==> src/rtl/coin_acceptor.sv <==
// Coin acceptor front end. It synchronizes and debounces two coin sensors
// and rejects simultaneous hits as jams. Accepted coins are queued and issued
// as single-cycle codes, with forced idle gaps between codes.
module coin_acceptor #(
  parameter int unsigned DEBOUNCE_CYCLES = 4,
  parameter int unsigned GAP_CYCLES      = 2,
  parameter int unsigned FIFO_DEPTH      = 4
) (
  input  logic                          clk,
  input  logic                          rst,
  input  logic                          coin5_raw,
  input  logic                          coin10_raw,
  input  logic                          accept_en,
  output logic [1:0]                    coin,
  output logic                          coin_return,
  output logic                          jam,
  output logic [$clog2(FIFO_DEPTH):0]   fifo_count
);

  localparam int unsigned AW = $clog2(FIFO_DEPTH);
  localparam int unsigned CW = $clog2(DEBOUNCE_CYCLES + 1);
  localparam int unsigned GW = $clog2(GAP_CYCLES + 1);
  localparam logic [CW-1:0] DbLast  = CW'(DEBOUNCE_CYCLES);
  localparam logic [GW-1:0] GapLast = GW'(GAP_CYCLES - 1);

  typedef enum logic [1:0] {StIdle, StIssue, StGap} state_e;

  // Bit 0 is the 5-unit line, bit 1 the 10-unit line, so a single event
  // vector doubles as the coin code.
  logic [1:0] raw;
  logic [1:0] sync1_q, sync2_q, db_q, db_prev_q, ev_q;
  logic [CW-1:0] cnt_q [2];

  logic [AW:0] wr_ptr_q, rd_ptr_q;
  logic [1:0]  mem_q [FIFO_DEPTH];
  logic [1:0]  head;
  logic        empty, full, push_req, push, pop, drop, jam_now;

  state_e      state_q;
  logic [GW-1:0] gcnt_q;

  assign raw = {coin10_raw, coin5_raw};

  // Two-flop synchronizers, per-line debounce and rising-edge events.
  always_ff @(posedge clk or negedge rst) begin
    if (!rst) begin
      sync1_q   <= '0;
      sync2_q   <= '0;
      db_q      <= '0;
      db_prev_q <= '0;
      ev_q      <= '0;
      cnt_q[0]  <= '0;
      cnt_q[1]  <= '0;
    end else begin
      sync1_q   <= raw;
      sync2_q   <= sync1_q;
      db_prev_q <= db_q;
      ev_q      <= db_q & ~db_prev_q;
      for (int i = 0; i < 2; i++) begin
        // cnt holds the number of differing cycles already seen; db flips
        // once that reaches DEBOUNCE_CYCLES and the line still differs.
        if (sync2_q[i] == db_q[i]) begin
          cnt_q[i] <= '0;
        end else if (cnt_q[i] == DbLast) begin
          db_q[i]  <= sync2_q[i];
          cnt_q[i] <= '0;
        end else begin
          cnt_q[i] <= cnt_q[i] + 1'b1;
        end
      end
    end
  end

  // FIFO status, push/drop/jam decode and pop request from the output FSM.
  always_comb begin
    empty    = (wr_ptr_q == rd_ptr_q);
    full     = (wr_ptr_q[AW] != rd_ptr_q[AW]) && (wr_ptr_q[AW-1:0] == rd_ptr_q[AW-1:0]);
    jam_now  = &ev_q;
    push_req = ^ev_q;
    pop      = ((state_q == StIdle) || ((state_q == StGap) && (gcnt_q == GapLast)))
               && !empty && accept_en;
    // A pop in the same cycle frees the slot, so a push into a full FIFO survives.
    drop     = push_req && full && !pop;
    push     = push_req && !drop;
  end

  assign head       = mem_q[rd_ptr_q[AW-1:0]];
  assign fifo_count = wr_ptr_q - rd_ptr_q;

  // Coin storage; contents need no reset because the pointers gate them.
  always_ff @(posedge clk) begin
    if (push) begin
      mem_q[wr_ptr_q[AW-1:0]] <= ev_q;
    end
  end

  // Queue pointers with an extra wrap bit.
  always_ff @(posedge clk or negedge rst) begin
    if (!rst) begin
      wr_ptr_q <= '0;
      rd_ptr_q <= '0;
    end else begin
      if (push) wr_ptr_q <= wr_ptr_q + 1'b1;
      if (pop)  rd_ptr_q <= rd_ptr_q + 1'b1;
    end
  end

  // Return and jam pulses, aligned with the cycle the push would have landed.
  always_ff @(posedge clk or negedge rst) begin
    if (!rst) begin
      coin_return <= 1'b0;
      jam         <= 1'b0;
    end else begin
      coin_return <= jam_now || drop;
      jam         <= jam_now;
    end
  end

  // Output FSM: issue one code, then hold GAP_CYCLES idle cycles.
  always_ff @(posedge clk or negedge rst) begin
    if (!rst) begin
      state_q <= StIdle;
      gcnt_q  <= '0;
      coin    <= 2'b00;
    end else begin
      unique case (state_q)
        StIdle: begin
          coin <= 2'b00;
          if (pop) begin
            coin    <= head;
            state_q <= StIssue;
          end
        end
        StIssue: begin
          coin    <= 2'b00;
          gcnt_q  <= '0;
          state_q <= StGap;
        end
        StGap: begin
          coin <= 2'b00;
          // The last gap cycle also performs the idle pop test.
          if (gcnt_q == GapLast) begin
            if (pop) begin
              coin    <= head;
              state_q <= StIssue;
            end else begin
              state_q <= StIdle;
            end
          end else begin
            gcnt_q <= gcnt_q + 1'b1;
          end
        end
        default: begin
          coin    <= 2'b00;
          state_q <= StIdle;
        end
      endcase
    end
  end

endmodule

==> config.mk <==
export PLATFORM = sky130hd
export DESIGN_NAME = coin_acceptor
export DESIGN_NICKNAME = d
export VERILOG_FILES = /design/src/rtl/coin_acceptor.sv
export SDC_FILE = /design/constraint.sdc
export NUM_CORES = 1
export LEC_CHECK = 0
export CORE_ASPECT_RATIO = 0.75
export CORE_MARGIN = 1
export CORE_UTILIZATION = 46
export DETAILED_ROUTE_END_ITERATION = 7
export PLACE_DENSITY = 0.68
export SETUP_SLACK_MARGIN = 0.1
export SLEW_MARGIN = 30
export SYNTH_ARGS = -nofsm -noshare
export SYNTH_HDL_FRONTEND = slang
export SYNTH_SLANG_ARGS = --single-unit
export TNS_END_PERCENT = 50
==> constraint.sdc <==
create_clock -name clk -period 3.06 [get_ports clk]
set_clock_uncertainty 0.05 [all_clocks]
set_input_delay 0.765 -clock clk [delete_from_list [all_inputs] [get_ports clk]]
set_output_delay 0.765 -clock clk [all_outputs]
set_load 0.02 [all_outputs]
== After elaboration in Yosys (flattened, before gate mapping) ==
Memory sizes are Yosys's and may differ from the RTL's.
Cells that the tools add are included.
Storage, ports and cells
  register bits: 30
  RAM bits: 8
  input bits: 5
  output and inout bits: 7
  logic and storage cells: 74
  memories kept: 1
Operators by class
  add/sub/neg operators: 6
  equality and inequality tests: 13
  mux-type cells: 15
  bitwise gates (word level): 4
  reduce and logical (&&, ||, !) cells: 20
Memories
  mem_q: depth 4, width 2, rd ports 1, clocked after Yosys merged registers in 0, write ports 1, RTL line 35  | logic [1:0] mem_q [FIFO_DEPTH];
Operator list (count)
  $add 3x1->3 const B: 4
  $mux 3: 4
  $mux 2: 5
  $reduce_and 2->1: 5
  $pmux 2 s2: 2
  $logic_and 1x1->1: 7
  $eq 3x3->1 const B: 2
  $pmux 2 s3: 1
  $eq 2x1->1 const B: 2
  $ne 2x2->1 const B: 2
  $eq 3x3->1: 1
  $logic_not 1->1: 3
  $mux 1: 3
  $sub 3x3->3: 1
  $add 2x1->2 const B: 1
  $and 2x2->2: 1
  $eq 1x1->1: 2
  $eq 2x2->1: 1
  $eq 2x2->1 const B: 1
  $logic_not 2->1: 1
  $logic_or 1x1->1: 2
  $ne 2x1->1 const B: 1
  $not 1->1: 2
  $not 2->2: 1
  3 further kinds: 3

== Depth between registers and ports, before layout ==
Gate-level depths: netlist (run 1).
  depth after elaboration: 11
  mapped depth: 6
  gate-level depth less buffers: 6

== Least setup slack after synthesis (run 1) ==
No wires, ideal clock.
  path type: reg2out
  start: reg wr_ptr_q[0]
  end: out fifo_count[2]
  arrival: 1.460 ns
  required time: 2.245 ns
  slack: 0.785 ns
  cell stages (with the launch flop): 6
  buffers on the path: 0
  cells stage by stage: dfrtp_1 > inv_1 > ha_1 > inv_1 > fa_1 > xnor2_1
On the way
  cells in the longest elaborated chain, start to end: 1
Ends and longest elaborated chain
  start, declared: RTL line 34  | logic [AW:0] wr_ptr_q, rd_ptr_q;
  start signal, assigned: RTL line 103  | if (push) wr_ptr_q <= wr_ptr_q + 1'b1;
  $sub 3x3->3: RTL line 88  | assign fifo_count = wr_ptr_q - rd_ptr_q;
  end, declared: RTL line 17  | output logic [$clog2(FIFO_DEPTH):0] fifo_count
Every way passes these cells.

== Worst setup path after layout (run 1) ==
Ends and elaborated chain as after synthesis.

==> summary.txt, run 1 <==
Status: finished with violations
Failing checks: design-rule violations
Most common cell in the netlist: dfrtp_1
Pre-Repair DR Iteration Count: 5
FMAX: 362 MHz
Max cap viols: 0
Grt total ovfl: 0
Skew-Pair Late Insertion Delay: 280 ps
Starting Density: 49.3%
Yosys warns: 0
Slew HR: 74.9%
Vias in the first global route: 935
Clk buf depth: 2
Cells after Synth: 119
Vias/cell: 4.96
Finished Core Util: 56.7%
Vias: 888
DRT iter0 DRCs: 40
Slew Limit Fails: 0
Post-DP HPWL: 1.69 mm
Layout cells sized above 1: 15.8%
RSZ-0062 raised after global routing: no
GRT Overall Usage: 14.7%
# DRC: 2
WP data arrival: 1950 ps
Share of the synthesized area in the top cell type: 45.4%
Fin nets: 157
Ports: 12
Period utilization: 90.3%
Hold Fails Final Rpt: 0
Root Buffer: clkbuf_8
Synth Register Bits: 38
GPL Wtd Cong: 0.753
Core ar.: 3360 µm²
Compound-cell area share of the yosys netlist: 4.38%
P&R area growth vs syn: 15.0%
Setup crit start kind: flip-flop
Antenna-violating nets left: 0
Initial antenna violation count: 0
Net count of the mapped netlist: 138
Async SR Flop Fraction: 78.9%
Final setup viols: 0
Die footprint: 3850 µm²
Max VDD drop: 438 µV
IO buf count: 11
Min cycle time layout: 2760 ps
Ys flop type: dfrtp_1
Post-Synth Adder-Cell Area: 11.0%
Area of the mapped netlist: 1660 µm²
Area contributors post-synth: dfrtp_1 (45%), edfxtp_1 (15%), ha_1 (9.8%)
CTS tree: yes
Setup TNS: 0 ps
Fillers: 260
Register area share after synthesis: 59.9%
Clock-pin slew on the worst setup and hold paths: 70 ps
H-tree lvl count: 2
Avg Cell Area, Syn: 13.9 µm²
Nature of the critical path endpoint: output port
Final Cell Area: 1900 µm²
Post-DP Area: 1820 µm²
WL per Instance: 12.9 µm
Mux share of post-synthesis cell area: 8.24%
Synth unique cells: 27
Die width: 71.3 µm
Hold crit path type: reg -> reg
Antenna cell count: 0
Top cells by count, synth: dfrtp_1 (30), ha_1 (13), inv_1 (10)
Crit path max fanout: 4
Die Ht: 54.0 µm
Largest net degree at the start of global routing: 31
Place WS: 322 ps
Slew @ Worst Pin: 376 ps
Crit Path Class: reg -> out
Cell taking the most area after synthesis: dfrtp_1
Placement row count: 18
Combinational family with the most area after synthesis: adder cells
EDFF count, synth: 8
Setup slack after layout: 297 ps
Post-Synth XOR/XNOR Area: 4.23%
Post-Synth Simple-Gate Area: 9.98%
Clock sinks: 38
Pleak: 0.854 nW
Critical path required time: 2240 ps
Global-route wire length before repair: 4.04 mm
CTS Buf Count: 5
Routed WL: 2.31 mm
Pwr/cell area: 1100 nW/µm²
[final cells by class]
cell class	instances	area, µm²	area share (%)
multi-input cells	71	627	32.9
flip-flops and latches	38	991	52.0
well taps	40	50.0	2.63
repair buffers	12	119	6.24
inverters	10	37.5	1.97
clock buffers	8	80.1	4.20
[critical path, stage by stage, from the launching register on]
cell	delay [ps]
dfrtp_1	410
inv_1	160
ha_1	170
inv_1	50
fa_1	370
xnor2_1	170
dlygate4sd2_1	350
[layer usage]
metal	routed length, µm	part of all wire, %	vias to the layer above	GRT usage, %
met3	89	3.9	5	4.49
met2	1120	49	13	24.8
met1	1070	46	438	17.8
met4	25	1.1	0	7.00
met5	0	0	-	0
li1	-	-	432	-
[per-stage QoR]
stage | power (mW) | std cells | hold WS (ps)
detailed placement | 1.81 | 171 | 293
CTS | 2.12 | 179 | 312
global route | 2.26 | 179 | 320
floorplan | 1.52 | 119 | 281
global placement | 1.78 | 171 | 284
finish | 2.09 | 179 | 307
[kinds of logic after synthesis]
logic type               after synthesis
flip-flops                            38
AND/OR/NAND/NOR                       30
adder cells (fa/ha/maj)               14
buffers and inverters                 10
multiplexers                          10
AO/OA/AOI/OAI                          9
XOR/XNOR                               8
[registers in the layout, indices dropped and copies added, names as in the netlist]
name         flops
rd_ptr_q         3
cnt_q            6
sync1_q          2
db_q             2
jam              1
ev_q             2
coin_return      1
coin             2
db_prev_q        2
gcnt_q           2
mem_q            8
sync2_q          2
wr_ptr_q         3
state_q          2
[cells in the final DEF, fill, tap and decap left out, drive strengths merged, types with 2 or more instances in the layout]
| cell type | instances |
|---|---|
| xor2 | 2 |
| nor2 | 6 |
| o21ai | 3 |
| ha | 13 |
| mux4 | 2 |
| edfxtp | 8 |
| mux2 | 6 |
| and2 | 5 |
| mux2i | 2 |
| nor3b | 2 |
| nand2 | 9 |
| xnor2 | 6 |
| clkdlybuf4s50 | 9 |
| dfrtp | 30 |
| inv | 10 |
| nor2b | 7 |
| clkbuf | 8 |
[worst paths after layout]
path                            slack (ps)                       to                    start  cells after the start
max in group asynchronous             1860       cnt_q[3]$_DFF_PN0_                      rst                      2
worst max register to register        1110    mem_q[1][1]$_DFFE_PP_  wr_ptr_q[0]$_DFFE_PN0P_                      6
worst min-delay path                   310     sync2_q[0]$_DFF_PN0_     sync1_q[0]$_DFF_PN0_                      0
min in group asynchronous              820  rd_ptr_q[2]$_DFFE_PN0N_                      rst                      2
worst min register to register         310     sync2_q[0]$_DFF_PN0_     sync1_q[0]$_DFF_PN0_                      0
worst max-delay path                   300            fifo_count[2]  wr_ptr_q[0]$_DFFE_PN0P_                      6
[power breakdown]
group          internal (mW)  leakage (nW)  total (mW)  switching (mW)
combinational          0.449         0.361       0.893           0.444
sequential             0.723         0.453       0.877           0.154
clock                  0.162        0.0395       0.317           0.155
total                   1.33         0.854        2.09           0.753
[repair_timing]
item | 4_1_cts | 5_1_grt
pin swaps | 0 | 0
setup buffers | 0 | 0
setup endpoints to repair | 1 | 1
resized for setup | 1 | 1
hold buffers | 0 | 0
Power figures use the tool's default switching activity.
==> run 2: changes to the inputs <==
--- a/config.mk
+++ b/config.mk
@@ -9,6 +9,7 @@
 export CORE_MARGIN = 1
 export CORE_UTILIZATION = 46
 export DETAILED_ROUTE_END_ITERATION = 7
+export GPL_TIMING_DRIVEN = 0
 export PLACE_DENSITY = 0.68
 export SETUP_SLACK_MARGIN = 0.1
 export SLEW_MARGIN = 30
==> run 2 against run 1 <==
The flow still finishes with violations (design-rule violations). Design area is 0.39% lower. Combinational power barely moved. Hold slack improved by 2.2 ps. Highest routed layer unchanged.
==> summary.txt, run 2 (synthesis gave the netlist of run 1 again) <==
Status: finished with violations
Failing checks: design-rule violations
DRT iter0 DRCs: 38 (-5.0%)
Core ar.: 3360 µm² (unchanged)
Die Ht: 54.0 µm (unchanged)
Antenna-violating nets left: 0 (unchanged)
Ports: 12 (unchanged)
Layout cells sized above 1: 17.4% (+1.6 points)
Slew HR: 56.4% (-18 points)
Fin nets: 156 (-0.64%)
Nature of the critical path endpoint: output port
Most frequent CP cell: inv_1
CTS Buf Count: 5 (unchanged)
Worst reg2reg startpoint: wr_ptr_q[0]$_DFFE_PN0P_
# DRC: 2 (unchanged)
Hold buffer count at cts: 0 (unchanged)
Largest net degree at the start of global routing: 31 (unchanged)
GPL Wtd Cong: 0.795 (+5.6%)
Initial antenna violation count: 0 (unchanged)
Register-to-Register Path Depth: 6 (unchanged)
Max cap viols: 0 (unchanged)
Met1 usage: 18.3% (+0.58 points)
Max reg flops: 8 (unchanged)
Worst stage delay on the critical path: 400 ps (about the same)
Clk buf depth: 2 (unchanged)
Hold crit path type: reg -> reg
Pre-Repair DR Iteration Count: 6 (+1)
Max VDD drop: 519 µV (+19%)
Pleak: 0.851 nW (-0.32%)
Depth of the worst hold-timing path: 0 (unchanged)
Period utilization: 90.0% (-0.25 points)
Clock-pin slew on the worst setup and hold paths: 70 ps (about the same)
CP max-delay cell: dfrtp_1
Die width: 71.3 µm (unchanged)
Hold Fails Final Rpt: 0 (unchanged)
FMAX: 363 MHz (+0.27%)
GRT Overall Usage: 15.1% (+0.36 points)
CP top delay family: buffers and inverters
Crit Path Class: reg -> out
WL per Instance: 13.3 µm (+2.9%)
P&R area growth vs syn: 14.6%
Critical path origin: wr_ptr_q[0]$_DFFE_PN0P_
Slew @ Worst Pin: 654 ps (+278 ps)
Setup crit end: fifo_count[2]
Post-DP HPWL: 1.78 mm (+5.5%)
Die footprint: 3850 µm² (unchanged)
Busiest grt layer: met2
Antenna cell count: 0 (unchanged)
IO buf count: 11 (unchanged)
Reg2Reg Capture Point: mem_q[0][0]$_DFFE_PP_
Crit path max fanout: 4 (unchanged)
Routed WL: 2.36 mm (+2.3%)
Vias: 861 (-3.0%)
R2r setup slk: 1160 ps (+50 ps)
WP buf/inv: 3 (unchanged)
Slew Limit Fails: 0 (unchanged)
Critical path required time: 2240 ps (about the same)
H-tree lvl count: 2 (unchanged)
Clock sinks: 38 (unchanged)
GR Util met2: 24.0% (-0.79 points)
WP data arrival: 1940 ps (about the same)
Grt total ovfl: 0 (unchanged)
Placement row count: 18 (unchanged)
RSZ-0062 raised after global routing: no
Met3 Use GR: 7.30% (+2.8 points)
Starting Density: 49.3% (unchanged)
Vias/cell: 4.84 (-2.5%)
CTS tree: yes
Final setup viols: 0 (unchanged)
Setup TNS: 0 ps (unchanged)
Hold Slack: 310 ps (+2.18 ps)
Skew-Pair Late Insertion Delay: 290 ps (about the same)
Min cycle time layout: 2760 ps (-7.56 ps)
Global-route wire length before repair: 4.00 mm (-1.2%)
Pwr/cell area: 1100 nW/µm² (+0.67%)
Vias in the first global route: 872 (-6.7%)
Root Buffer: clkbuf_8
Most common cell after layout, fill and taps aside: dfrtp_1
Commonest cells after routing, fill and taps aside: dfrtp_1 (30), ha_1 (13), inv_1 (10)
Number of cells on the critical path: 6 (unchanged)
CP Cell Sequence: inv_1 > ha_1 > inv_1 > fa_1 > xnor2_1 > dlygate4sd2_1
Setup crit start kind: flip-flop
==> run 2: layer usage <==
metal	vias to the layer above	part of all wire, %
met5	-	0
met4	0	0.76
met3	3	3.6
met2	14	47
met1	413	48
li1	431	-
==> run 2: how the worst min path moves through the flow <==
stage	to	startpoint
after floorplan	sync2_q[0]$_DFF_PN0_	sync1_q[0]$_DFF_PN0_
after global placement	sync2_q[0]$_DFF_PN0_	sync1_q[0]$_DFF_PN0_
after detailed placement	sync2_q[1]$_DFF_PN0_	sync1_q[1]$_DFF_PN0_
after CTS	sync2_q[1]$_DFF_PN0_	sync1_q[1]$_DFF_PN0_
after global routing	sync2_q[1]$_DFF_PN0_	sync1_q[1]$_DFF_PN0_
final	sync2_q[0]$_DFF_PN0_	sync1_q[0]$_DFF_PN0_
==> run 2: area by class of cell <==
class,count,area (µm²)
clock buffers,5,68.8
clock inverters,3,16.3
fillers,279,1460
inverters,10,37.5
multi-input cells,71,627
flip-flops and latches,38,991
well taps,40,50.0
repair buffers,11,106
==> run 2: through the flow <==
| step | util (%) | total power, mW | setup slack [ps] | area [µm²] | instances |
|---|---|---|---|---|---|
| 5_1_grt | 56.5 | 2.27 | 176 | 1900 | 178 |
| 6_report | 56.5 | 2.09 | 305 | 1900 | 178 |
| 4_1_cts | 56.5 | 2.13 | 97.6 | 1890 | 178 |
| 3_5_place_dp | 54.0 | 1.82 | 319 | 1810 | 170 |
| 3_3_place_gp | 54.1 | 1.77 | 332 | 1820 | 170 |
| 2_1_floorplan | - | 1.52 | 785 | 1660 | 119 |
==> run 2: where the power goes <==
group / internal, mW / leakage, nW / switching (mW)
Clock: 0.156 / 0.0416 / 0.170
Sequential: 0.722 / 0.453 / 0.154
Combinational: 0.447 / 0.356 / 0.444
Total: 1.32 / 0.851 / 0.768
==> run 2: what timing repair did <==
item / 4_1_cts / 5_1_grt
setup endpoints to repair: 2 / 1
resized for setup: 1 / 1
gates cloned: 0 / 0
setup buffers: 0 / 0
==> run 2: worst register-to-register path: stages, from the launching register on <==
cell and delay, ps:
dfrtp_1 370, inv_1 110, ha_1 320, nand2_1 110, a211oi_2 360, nor2b_2 120
and2_1 200
